## src/rtl/multicycle_ctrl_if.sv

```systemverilog
// Signal bundle between the multicycle controller and its datapath and memory.
// The controller takes the slave view; the datapath/bench takes the master view.
interface multicycle_ctrl_if;
    logic [6:0]  opcode;
    logic        branch_cond;
    logic        mem_ready;
    logic        mem_req;
    logic        mem_we;
    logic        mem_sel;
    logic        ir_we;
    logic        pc_we;
    logic [1:0]  pc_src;
    logic        reg_we;
    logic [1:0]  wb_sel;
    logic [1:0]  alu_src_a;
    logic        alu_src_b;
    logic [1:0]  ALUop;
    logic [2:0]  state;
    logic        trap;
    logic [31:0] instret;

    modport slave (
        input  opcode, branch_cond, mem_ready,
        output mem_req, mem_we, mem_sel, ir_we, pc_we, pc_src, reg_we, wb_sel,
               alu_src_a, alu_src_b, ALUop, state, trap, instret
    );

    modport master (
        output opcode, branch_cond, mem_ready,
        input  mem_req, mem_we, mem_sel, ir_we, pc_we, pc_src, reg_we, wb_sel,
               alu_src_a, alu_src_b, ALUop, state, trap, instret
    );
endinterface

```

## src/rtl/multicycle_ctrl.sv

```systemverilog
// Multicycle RV32-style control FSM: FETCH/DECODE/EXEC/MEM/WB with a memory
// wait watchdog that parks the core in a sticky TRAP state.
module multicycle_ctrl #(
    parameter int MAX_WAIT = 16   // legal range 1..255
) (
    input logic              clk,
    input logic              rst,
    multicycle_ctrl_if.slave bus
);
    typedef enum logic [2:0] {
        S_FETCH  = 3'd0,
        S_DECODE = 3'd1,
        S_EXEC   = 3'd2,
        S_MEM    = 3'd3,
        S_WB     = 3'd4,
        S_TRAP   = 3'd5
    } state_t;

    typedef enum logic [3:0] {
        C_R, C_I, C_LOAD, C_STORE, C_BR, C_JAL, C_JALR, C_LUI, C_AUIPC
    } iclass_t;

    localparam logic [7:0] WAIT_LIMIT = 8'(MAX_WAIT);

    state_t      r_state, w_next;
    iclass_t     r_class, w_dec_class;
    logic        w_dec_legal;
    logic [7:0]  r_wait, w_wait_next;
    logic [31:0] r_instret;
    logic        w_retire, w_timeout;

    logic       w_mem_req, w_mem_we, w_mem_sel, w_ir_we, w_pc_we, w_reg_we;
    logic       w_alu_src_b, w_trap;
    logic [1:0] w_pc_src, w_wb_sel, w_alu_src_a, w_aluop;

    always_comb begin
        w_dec_class = C_R;
        w_dec_legal = 1'b1;
        case (bus.opcode)
            7'b0110011: w_dec_class = C_R;
            7'b0010011: w_dec_class = C_I;
            7'b0000011: w_dec_class = C_LOAD;
            7'b0100011: w_dec_class = C_STORE;
            7'b1100011: w_dec_class = C_BR;
            7'b1101111: w_dec_class = C_JAL;
            7'b1100111: w_dec_class = C_JALR;
            7'b0110111: w_dec_class = C_LUI;
            7'b0010111: w_dec_class = C_AUIPC;
            default:    w_dec_legal = 1'b0;
        endcase
    end

    // Once the watchdog has expired the request is dropped and mem_ready no longer matters.
    assign w_timeout = (r_wait == WAIT_LIMIT);

    always_comb begin
        w_next      = r_state;
        w_mem_req   = 1'b0;
        w_mem_we    = 1'b0;
        w_mem_sel   = 1'b0;
        w_ir_we     = 1'b0;
        w_pc_we     = 1'b0;
        w_pc_src    = 2'b00;
        w_reg_we    = 1'b0;
        w_wb_sel    = 2'b00;
        w_alu_src_a = 2'b00;
        w_alu_src_b = 1'b0;
        w_aluop     = 2'b00;
        w_trap      = 1'b0;
        w_retire    = 1'b0;
        case (r_state)
            S_FETCH: begin
                if (w_timeout) begin
                    w_next = S_TRAP;
                end else begin
                    w_mem_req = 1'b1;
                    if (bus.mem_ready) begin
                        w_ir_we = 1'b1;
                        w_next  = S_DECODE;
                    end
                end
            end
            S_DECODE: w_next = w_dec_legal ? S_EXEC : S_TRAP;
            S_EXEC: begin
                case (r_class)
                    C_R:     w_aluop = 2'b10;
                    C_I: begin
                        w_alu_src_b = 1'b1;
                        w_aluop     = 2'b10;
                    end
                    C_LUI: begin
                        w_alu_src_a = 2'b10;
                        w_alu_src_b = 1'b1;
                    end
                    C_AUIPC, C_JAL: begin
                        w_alu_src_a = 2'b01;
                        w_alu_src_b = 1'b1;
                    end
                    C_BR: begin
                        w_aluop  = 2'b01;
                        w_pc_we  = 1'b1;
                        w_pc_src = bus.branch_cond ? 2'b01 : 2'b00;
                        w_retire = 1'b1;
                    end
                    default: w_alu_src_b = 1'b1;   // LOAD, STORE, JALR: rs1 + imm
                endcase
                if (r_class == C_BR)
                    w_next = S_FETCH;
                else if (r_class == C_LOAD || r_class == C_STORE)
                    w_next = S_MEM;
                else
                    w_next = S_WB;
            end
            S_MEM: begin
                if (w_timeout) begin
                    w_next = S_TRAP;
                end else begin
                    w_mem_req = 1'b1;
                    w_mem_sel = 1'b1;
                    w_mem_we  = (r_class == C_STORE);
                    if (bus.mem_ready) begin
                        if (r_class == C_STORE) begin
                            w_pc_we  = 1'b1;
                            w_retire = 1'b1;
                            w_next   = S_FETCH;
                        end else begin
                            w_next = S_WB;
                        end
                    end
                end
            end
            S_WB: begin
                w_reg_we = 1'b1;
                w_pc_we  = 1'b1;
                w_retire = 1'b1;
                w_next   = S_FETCH;
                case (r_class)
                    C_LOAD: w_wb_sel = 2'b01;
                    C_JAL: begin
                        w_wb_sel = 2'b10;
                        w_pc_src = 2'b01;
                    end
                    C_JALR: begin
                        w_wb_sel = 2'b10;
                        w_pc_src = 2'b10;
                    end
                    default: ;
                endcase
            end
            S_TRAP:  w_trap = 1'b1;
            default: w_next = S_TRAP;   // unused encodings are treated as a fault
        endcase
    end

    always_comb begin
        w_wait_next = 8'd0;
        if ((r_state == S_FETCH || r_state == S_MEM) && !w_timeout && !bus.mem_ready)
            w_wait_next = r_wait + 8'd1;
    end

    always_ff @(posedge clk or posedge rst) begin
        if (rst) begin
            r_state   <= S_FETCH;
            r_class   <= C_R;
            r_wait    <= 8'd0;
            r_instret <= 32'd0;
        end else begin
            r_state <= w_next;
            r_wait  <= w_wait_next;
            if (r_state == S_DECODE)
                r_class <= w_dec_class;
            if (w_retire)
                r_instret <= r_instret + 32'd1;
        end
    end

    // Reset forces every strobe low even between clock edges.
    assign bus.mem_req   = w_mem_req & ~rst;
    assign bus.mem_we    = w_mem_we & ~rst;
    assign bus.mem_sel   = w_mem_sel & ~rst;
    assign bus.ir_we     = w_ir_we & ~rst;
    assign bus.pc_we     = w_pc_we & ~rst;
    assign bus.pc_src    = rst ? 2'b00 : w_pc_src;
    assign bus.reg_we    = w_reg_we & ~rst;
    assign bus.wb_sel    = rst ? 2'b00 : w_wb_sel;
    assign bus.alu_src_a = rst ? 2'b00 : w_alu_src_a;
    assign bus.alu_src_b = w_alu_src_b & ~rst;
    assign bus.ALUop     = rst ? 2'b00 : w_aluop;
    assign bus.trap      = w_trap & ~rst;
    assign bus.state     = r_state;
    assign bus.instret   = r_instret;
endmodule

```

## src/flat_wrapper.sv

```systemverilog
// flat-port wrapper written by rule: the top's interface ports become plain ports
module multicycle_ctrl_flat 
#(
    parameter int MAX_WAIT = 16                        
)
  (clk, rst, bus_opcode, bus_branch_cond, bus_mem_ready, bus_mem_req, bus_mem_we, bus_mem_sel, bus_ir_we, bus_pc_we, bus_pc_src, bus_reg_we, bus_wb_sel, bus_alu_src_a, bus_alu_src_b, bus_ALUop, bus_state, bus_trap, bus_instret);
  multicycle_ctrl_if bus_i ();
  input logic clk;
  input logic rst;
  input wire logic [$bits(bus_i.opcode)-1:0] bus_opcode;
  input wire logic [$bits(bus_i.branch_cond)-1:0] bus_branch_cond;
  input wire logic [$bits(bus_i.mem_ready)-1:0] bus_mem_ready;
  output wire logic [$bits(bus_i.mem_req)-1:0] bus_mem_req;
  output wire logic [$bits(bus_i.mem_we)-1:0] bus_mem_we;
  output wire logic [$bits(bus_i.mem_sel)-1:0] bus_mem_sel;
  output wire logic [$bits(bus_i.ir_we)-1:0] bus_ir_we;
  output wire logic [$bits(bus_i.pc_we)-1:0] bus_pc_we;
  output wire logic [$bits(bus_i.pc_src)-1:0] bus_pc_src;
  output wire logic [$bits(bus_i.reg_we)-1:0] bus_reg_we;
  output wire logic [$bits(bus_i.wb_sel)-1:0] bus_wb_sel;
  output wire logic [$bits(bus_i.alu_src_a)-1:0] bus_alu_src_a;
  output wire logic [$bits(bus_i.alu_src_b)-1:0] bus_alu_src_b;
  output wire logic [$bits(bus_i.ALUop)-1:0] bus_ALUop;
  output wire logic [$bits(bus_i.state)-1:0] bus_state;
  output wire logic [$bits(bus_i.trap)-1:0] bus_trap;
  output wire logic [$bits(bus_i.instret)-1:0] bus_instret;
  assign bus_i.opcode = bus_opcode;
  assign bus_i.branch_cond = bus_branch_cond;
  assign bus_i.mem_ready = bus_mem_ready;
  assign bus_mem_req = bus_i.mem_req;
  assign bus_mem_we = bus_i.mem_we;
  assign bus_mem_sel = bus_i.mem_sel;
  assign bus_ir_we = bus_i.ir_we;
  assign bus_pc_we = bus_i.pc_we;
  assign bus_pc_src = bus_i.pc_src;
  assign bus_reg_we = bus_i.reg_we;
  assign bus_wb_sel = bus_i.wb_sel;
  assign bus_alu_src_a = bus_i.alu_src_a;
  assign bus_alu_src_b = bus_i.alu_src_b;
  assign bus_ALUop = bus_i.ALUop;
  assign bus_state = bus_i.state;
  assign bus_trap = bus_i.trap;
  assign bus_instret = bus_i.instret;
  multicycle_ctrl #(.MAX_WAIT(MAX_WAIT)) u_core (.clk(clk), .rst(rst), .bus(bus_i));
endmodule
```

## config.mk

```make
export PLATFORM = sky130hd
export DESIGN_NAME = multicycle_ctrl_flat
export DESIGN_NICKNAME = d
export VERILOG_FILES = /design/src/rtl/multicycle_ctrl_if.sv /design/src/rtl/multicycle_ctrl.sv /design/src/flat_wrapper.sv
export SDC_FILE = /design/constraint.sdc
export NUM_CORES = 1
export LEC_CHECK = 0
export BUFFER_PORTS_ARGS = -buffer_cell sky130_fd_sc_hd__buf_4
export CAP_MARGIN = 10
export CORE_MARGIN = 3
export CORE_UTILIZATION = 40
export CTS_BUF_LIST = sky130_fd_sc_hd__clkbuf_4
export DETAILED_ROUTE_END_ITERATION = 12
export PLACE_DENSITY = 0.63
export SLEW_MARGIN = 20
export SYNTH_ARGS = -nofsm -noshare
export SYNTH_HDL_FRONTEND = slang
export SYNTH_SLANG_ARGS = --single-unit
```

## constraint.sdc

```tcl
create_clock -name clk -period 5.4 [get_ports clk]
set_input_delay 0 -clock clk [delete_from_list [all_inputs] [get_ports clk]]
set_output_delay 0 -clock clk [all_outputs]
set_load 0.05 [all_outputs]
```

# Yosys cells after proc, flatten, opt, wreduce, memory -nomap -nowiden
# Cells that the tools add are included.
# totals
register_bits	47
latchBits	0
ram_bits	0
mem_bits_ro	0
input_bits	11
out_inout_bits	51
wordCells	99
n_memories	0
# op_classes
n_addsub	2
multipliers	0
n_div	0
magnitude_cmp	0
n_eq_ne	25
shift	0
muxes	43
bitwise	10
reduce_logical	15
# op_table
cell	count
adder 32 x 1 -> 32 bit (second input constant)	1
one-hot mux 4 bit (8 select lines)	1
two-way mux 3 bit	8
== test 7 x 6 -> 1 bit (second input constant)	3
== test 7 bit (second input constant)	3
one-hot mux 2 bit (2 select lines)	5
two-way mux 1 bit	18
one-hot mux 3 bit (6 select lines)	1
== test 4 x 3 -> 1 bit (second input constant)	4
two-way mux 2 bit	8
== test 7 x 5 -> 1 bit (second input constant)	2
OR reduction 2 bit	5
OR reduction 9 bit	1
adder 8 x 1 -> 8 bit (second input constant)	1
AND 1 bit	8
== test 4 x 2 -> 1 bit (second input constant)	2
== test 8 x 5 -> 1 bit (second input constant)	1
two-way mux 8 bit	1
== test 7 x 2 -> 1 bit (second input constant)	1
== test 3 x 2 -> 1 bit (second input constant)	2
== test 3 bit (second input constant)	2
!= test 3 x 2 -> 1 bit (second input constant)	2
== test 4 x 1 -> 1 bit (second input constant)	1
== test 4 bit (second input constant)	1
other kinds (9)	13

# Logic depth before layout (Yosys ltp)
# logic_depth
depth_word	6
mapped_depth	8
depth_no_buf	7

# Worst setup path after synthesis
# No wires, ideal clock.
# synth_timing
kind	register to output
startpoint	reg u_core.r_state[0] (netlist: u_core.bus.state[0])
endpoint	out bus_mem_req
arrival_time_ns	3.450
required_time_ns	5.400
slack_ns	1.950
path_stages_with_launch	4
n_path_buf	1
path_cell_list	dfrtp_1 -> buf_4 -> nand2_1 -> a2111oi_0
# synth_via
elab_chain_cells	4
elab_cells_between_ends	5
cone_classes	eq/ne: 1; mux: 1; bitwise: 1; reduce/logical: 2
# synth_rtl
element	line_no	source
from (decl)	multicycle_ctrl.sv:25	state_t r_state, w_next;
from (signal assigned)	multicycle_ctrl.sv:168	r_state <= w_next;
== test 3 x 2 -> 1 bit or logical NOT 3 bit (tied branches)	multicycle_ctrl.sv:71	case (r_state)
OR reduction 2 bit (no line) *	-	
two-way mux 1 bit *	-	
AND 1 bit *	multicycle_ctrl.sv:178	assign bus.mem_req = w_mem_req & ~rst;
to (decl)	flat_wrapper.sv:13	output wire logic [$bits(bus_i.mem_req)-1:0] bus_mem_req;
# Mark *: on every way between the ends. The rest lies on a longest branch, timed or not.

# Worst setup path in the final report
# layout_timing
startpoint	reg u_core.r_wait[0]
endpoint	out bus_pc_we
# layout_via
elab_chain_cells	4
# layout_rtl
element	line_no	source
from (decl)	multicycle_ctrl.sv:28	logic [7:0] r_wait, w_wait_next;
from (signal assigned)	multicycle_ctrl.sv:169	r_wait <= w_wait_next;
== test 8 x 5 -> 1 bit	multicycle_ctrl.sv:54	assign w_timeout = (r_wait == WAIT_LIMIT);
two-way mux 1 bit	multicycle_ctrl.sv:115	if (w_timeout) begin
one-hot mux 1 bit (3 select lines)	multicycle_ctrl.sv:71	
AND 1 bit	multicycle_ctrl.sv:182	assign bus.pc_we = w_pc_we & ~rst;
to (decl)	flat_wrapper.sv:17	output wire logic [$bits(bus_i.pc_we)-1:0] bus_pc_we;
# No other way between the ends.

==> results.txt <==
- Status: completed
* Num Clock Sinks: 47
* Total setup violations reported at the end of the flow: 0
* Proportion of power drawn by flip-flops and latches: 0.473
- Number of distinct library cells after synthesis: 50
- For this run, the number of Yosys warnings is 0.
* Final Slew Violations: 0
- Signed area change from the synthesized netlist to the final layout: 22.2%
- The longest clock path from root to sink contains 2 buffers.
- Setup total negative slack on the finished layout was measured at 0 ns.
- Post-synth EDFFs: 0
* Total via count after detailed routing: 2336
- Across the run, the number of max-cap violations was 0.
- At the end of routability-driven placement, the weighted congestion stood at around 0.85.
- Antenna violations before repair: 0
- Summing all placed instances gives a cell area of roughly 3200 um^2.
- Wire length of the first global-routing pass: slightly above 10000 um
- The number of antenna diodes in the final layout is 0.
- Overflow after GRT: 0
- Clock network latency to the later pin of the worst-skew pair: 0.37 ns
* Slew of the pin with the lowest slew margin: 0.972 ns
* CTS Root Cell: sky130_fd_sc_hd__clkbuf_4
* Final instance count without filler cells: ~430
* Dominant synthesized flop cell: sky130_fd_sc_hd__dfrtp_1
- Summed over all cells, the static leakage comes to 0.00138 uW.
- Peak supply drop: 0.118 mV
- Ranked by total cell area, the synthesized netlist is headed by sky130_fd_sc_hd__dfrtp_1, sky130_fd_sc_hd__xnor2_1, sky130_fd_sc_hd__xor2_1.
- In this run the horizontal extent of the chip is 88.4 um.
* Register bit total from synthesis: 47
* Iteration-0 DRC Markers: 103
- TritonCTS clock tree: done
- Pin placement for this block handled 62 I/O pins.
- # resized after CTS: 0
- Portion of the post-synthesis area used by sequential elements: 0.433
- Die extent in y: 88.4 um
- The number of nets in the synthesized netlist is 301.
- The critical path contains buffers and inverters numbering 2 combined.
- At the end of the flow the core is filled with cells to 0.514.
* Clock skew: 0.0113 ns
* Max frequency: 416 MHz
* Worst hold margin: 0.00834 ns
* Switching share of total power: 0.426
- Setup repair after global routing missed its margin: no
- The share of total power dissipated in the clock network is 0.181.
- Dominant cell by count in the synthesized netlist: sky130_fd_sc_hd__dfrtp_1
- After the last flow step, the layout net total stands at 362.
- Data required, critical path: ~5.4 ns
- For the worst setup path, the data arrival time is 2.40 ns.
- Kind of critical path: flip-flop to primary output
* Total placed cells including tap cells: approximately 400
- The hold violation count in the final report was 0.
- Of all flip-flops after synthesis, the portion carrying an async set or reset was 1.00.
- Internal power comes to 527 uW.
* DRC: 0
- On the critical path the largest part of the delay comes from compound AO/OA/AOI/OAI gates.
* Most instantiated cells after synthesis: sky130_fd_sc_hd__dfrtp_1, sky130_fd_sc_hd__nand2_1, sky130_fd_sc_hd__nor2_1, sky130_fd_sc_hd__xnor2_1
* Routed length per placed instance: about 15 um
- Headroom to the max-slew limit came out at 0.351.
- The first detailed-routing pass ran for 4 iterations.
- Fraction of final layout cells with drive strength greater than 1: 0.239
- The number of global-route vias before repair was 2158.
- Of the post-synthesis cell area, the dominant cell type holds 0.433.
- For this design, the slowest cell found on the critical path is sky130_fd_sc_hd__dfrtp_1.
- Pin count of the biggest net entering global routing: 49
* Buffers added on ports: 61
- Synthesis handed over a netlist of 287 instances.
- Cell depth of the worst flop-to-flop path: 7
* Vias per inst: 5.50
- Endpoint class of the critical path: primary output
- Clock transition at path regs: 0.14 ns
- Area of the core: 6460 um^2
* Post-Syn Area per Cell: 9.46 um^2
- Worst min-delay path class: primary input to flip-flop
- The analysis attributes to net switching a power of ~400 uW.
- The finished cells cover 3320 um^2.
- Power density over the cells: between 200 and 300 nW/um^2
* Tmin final: 2.40 ns
- Largest fanout on the critical path: 15
- Effective utilization at floorplan: 0.421
- Combinational Power Share: 0.346
- Share of the clock period used by the worst path after layout: 0.445
- The largest total area in the synthesized netlist belongs to sky130_fd_sc_hd__dfrtp_1.
- Area enclosed by the die boundary: just under 8000 um^2
- Wires add up to 6220 um.
* Post-DP HPWL: approximately 4500 um
- Total standard cell area after synthesis: 2720 um^2
- The clock tree synthesis step divided the H-tree into 2 levels.
- STA classifies the critical path startpoint as a flip-flop.
- Critical path depth in cells: 7
* Hold-critical path depth: 3
- The floorplan has 29 rows.
- Aggregate global-route resource usage: 0.163
* Critical path's largest stage delay: 0.45 ns
- Residual antenna-violating net count after detailed routing: 0
- The signal on the critical path passes through inv_1 > ha_1 > nor4b_1 > a311o_1 > o22a_2 > nor2_1 > buf_4.
* Number of buffers inserted during clock tree synthesis: 5
==> repair_timing <==
item,4_1_cts,5_1_grt
hold buffers,8,0
endpoints found under the hold margin,52,0
setup buffers,0,0
==> path summary, 6_finish.rpt <==
check / slack [ns] / from / to
min: 0.008 / bus_opcode[6] / u_core.r_class[1]
min reg2reg: 0.48 / u_core.bus.instret[31] / u_core.bus.instret[31]
max: 3.00 / u_core.r_wait[0] / bus_pc_we
min in group asynchronous: 0.43 / rst / u_core.r_wait[3]
max in group asynchronous: 4.35 / rst / u_core.bus.instret[17]
max reg2reg: 3.10 / u_core.r_wait[0] / u_core.bus.instret[26]
==> placed cells by master, fill, tap and decap left out, types with 6 or more instances in the layout <==
master / instances
sky130_fd_sc_hd__dfrtp_1: 47
sky130_fd_sc_hd__dlygate4sd3_1: 8
sky130_fd_sc_hd__xor2_1: 16
sky130_fd_sc_hd__nand2_1: 31
sky130_fd_sc_hd__nor2_1: 24
sky130_fd_sc_hd__buf_4: 61
sky130_fd_sc_hd__and3_1: 9
sky130_fd_sc_hd__nand3_1: 16
sky130_fd_sc_hd__a21oi_1: 6
sky130_fd_sc_hd__xnor2_1: 23
sky130_fd_sc_hd__nand4_1: 13
sky130_fd_sc_hd__nor3_1: 10
sky130_fd_sc_hd__and4_1: 6
sky130_fd_sc_hd__inv_1: 9
==> per-layer routing <==
layer  GRT usage  share of wire  up-vias
met5           0              0        -
met4      0.0453          0.011        0
met3      0.0317          0.054        7
met2       0.283           0.50       61
met1       0.207           0.44     1131
li1            -              -     1137
==> metrics by stage <==
| stage | total power [uW] | setup WS, ns |
|---|---|---|
| final | 918 | 3.00 |
| after global routing | 966 | 2.81 |
| after CTS | 922 | 3.04 |
| after detailed placement | 755 | 3.13 |
| after global placement | 751 | 3.17 |
| after floorplan | 669 | 1.95 |
==> area by class of cell <==
class	instances	area (um^2)
well taps	77	96.3
clock inverters	2	13.8
repair buffers	69	538
flip-flops and latches	47	1180
clock buffers	5	37.5
inverters	10	37.5
multi-input cells	215	1420
fillers	627	3140
==> kinds of logic after synthesis <==
kind of cell / after synthesis / share of synthesized area
adder cells (fa/ha/maj): 3 / 0.0138
buffers and inverters: 25 / 0.0442
XOR/XNOR: 39 / 0.126
multiplexers: 1 / 0.00369
AO/OA/AOI/OAI: 30 / 0.0815
AND/OR/NAND/NOR: 142 / 0.298
flip-flops: 47 / 0.433
==> power by group through the flow <==
stage,combinational (uW),sequential (uW),clock (uW)
2_1_floorplan,174,495,0
3_3_place_gp,312,440,0
3_5_place_dp,314,441,0
4_1_cts,320,434,167
5_1_grt,344,443,179
6_report,317,434,166
==> state kept, by name, summed over array words and instances, names as in the netlist <==
register,count
u_core.bus.state,3
u_core.bus.instret,32
u_core.r_wait,8
u_core.r_class,4
==> worst register-to-register path: stages (launching register included) <==
cell and delay (ns):
sky130_fd_sc_hd__dfrtp_1 0.43, sky130_fd_sc_hd__inv_1 0.06, sky130_fd_sc_hd__ha_1 0.19, sky130_fd_sc_hd__nor4b_1 0.15
sky130_fd_sc_hd__a311o_1 0.38, sky130_fd_sc_hd__o22ai_2 0.57, sky130_fd_sc_hd__and4_1 0.31, sky130_fd_sc_hd__xor2_1 0.14
No activity file was read; power rests on OpenSTA's default activity.
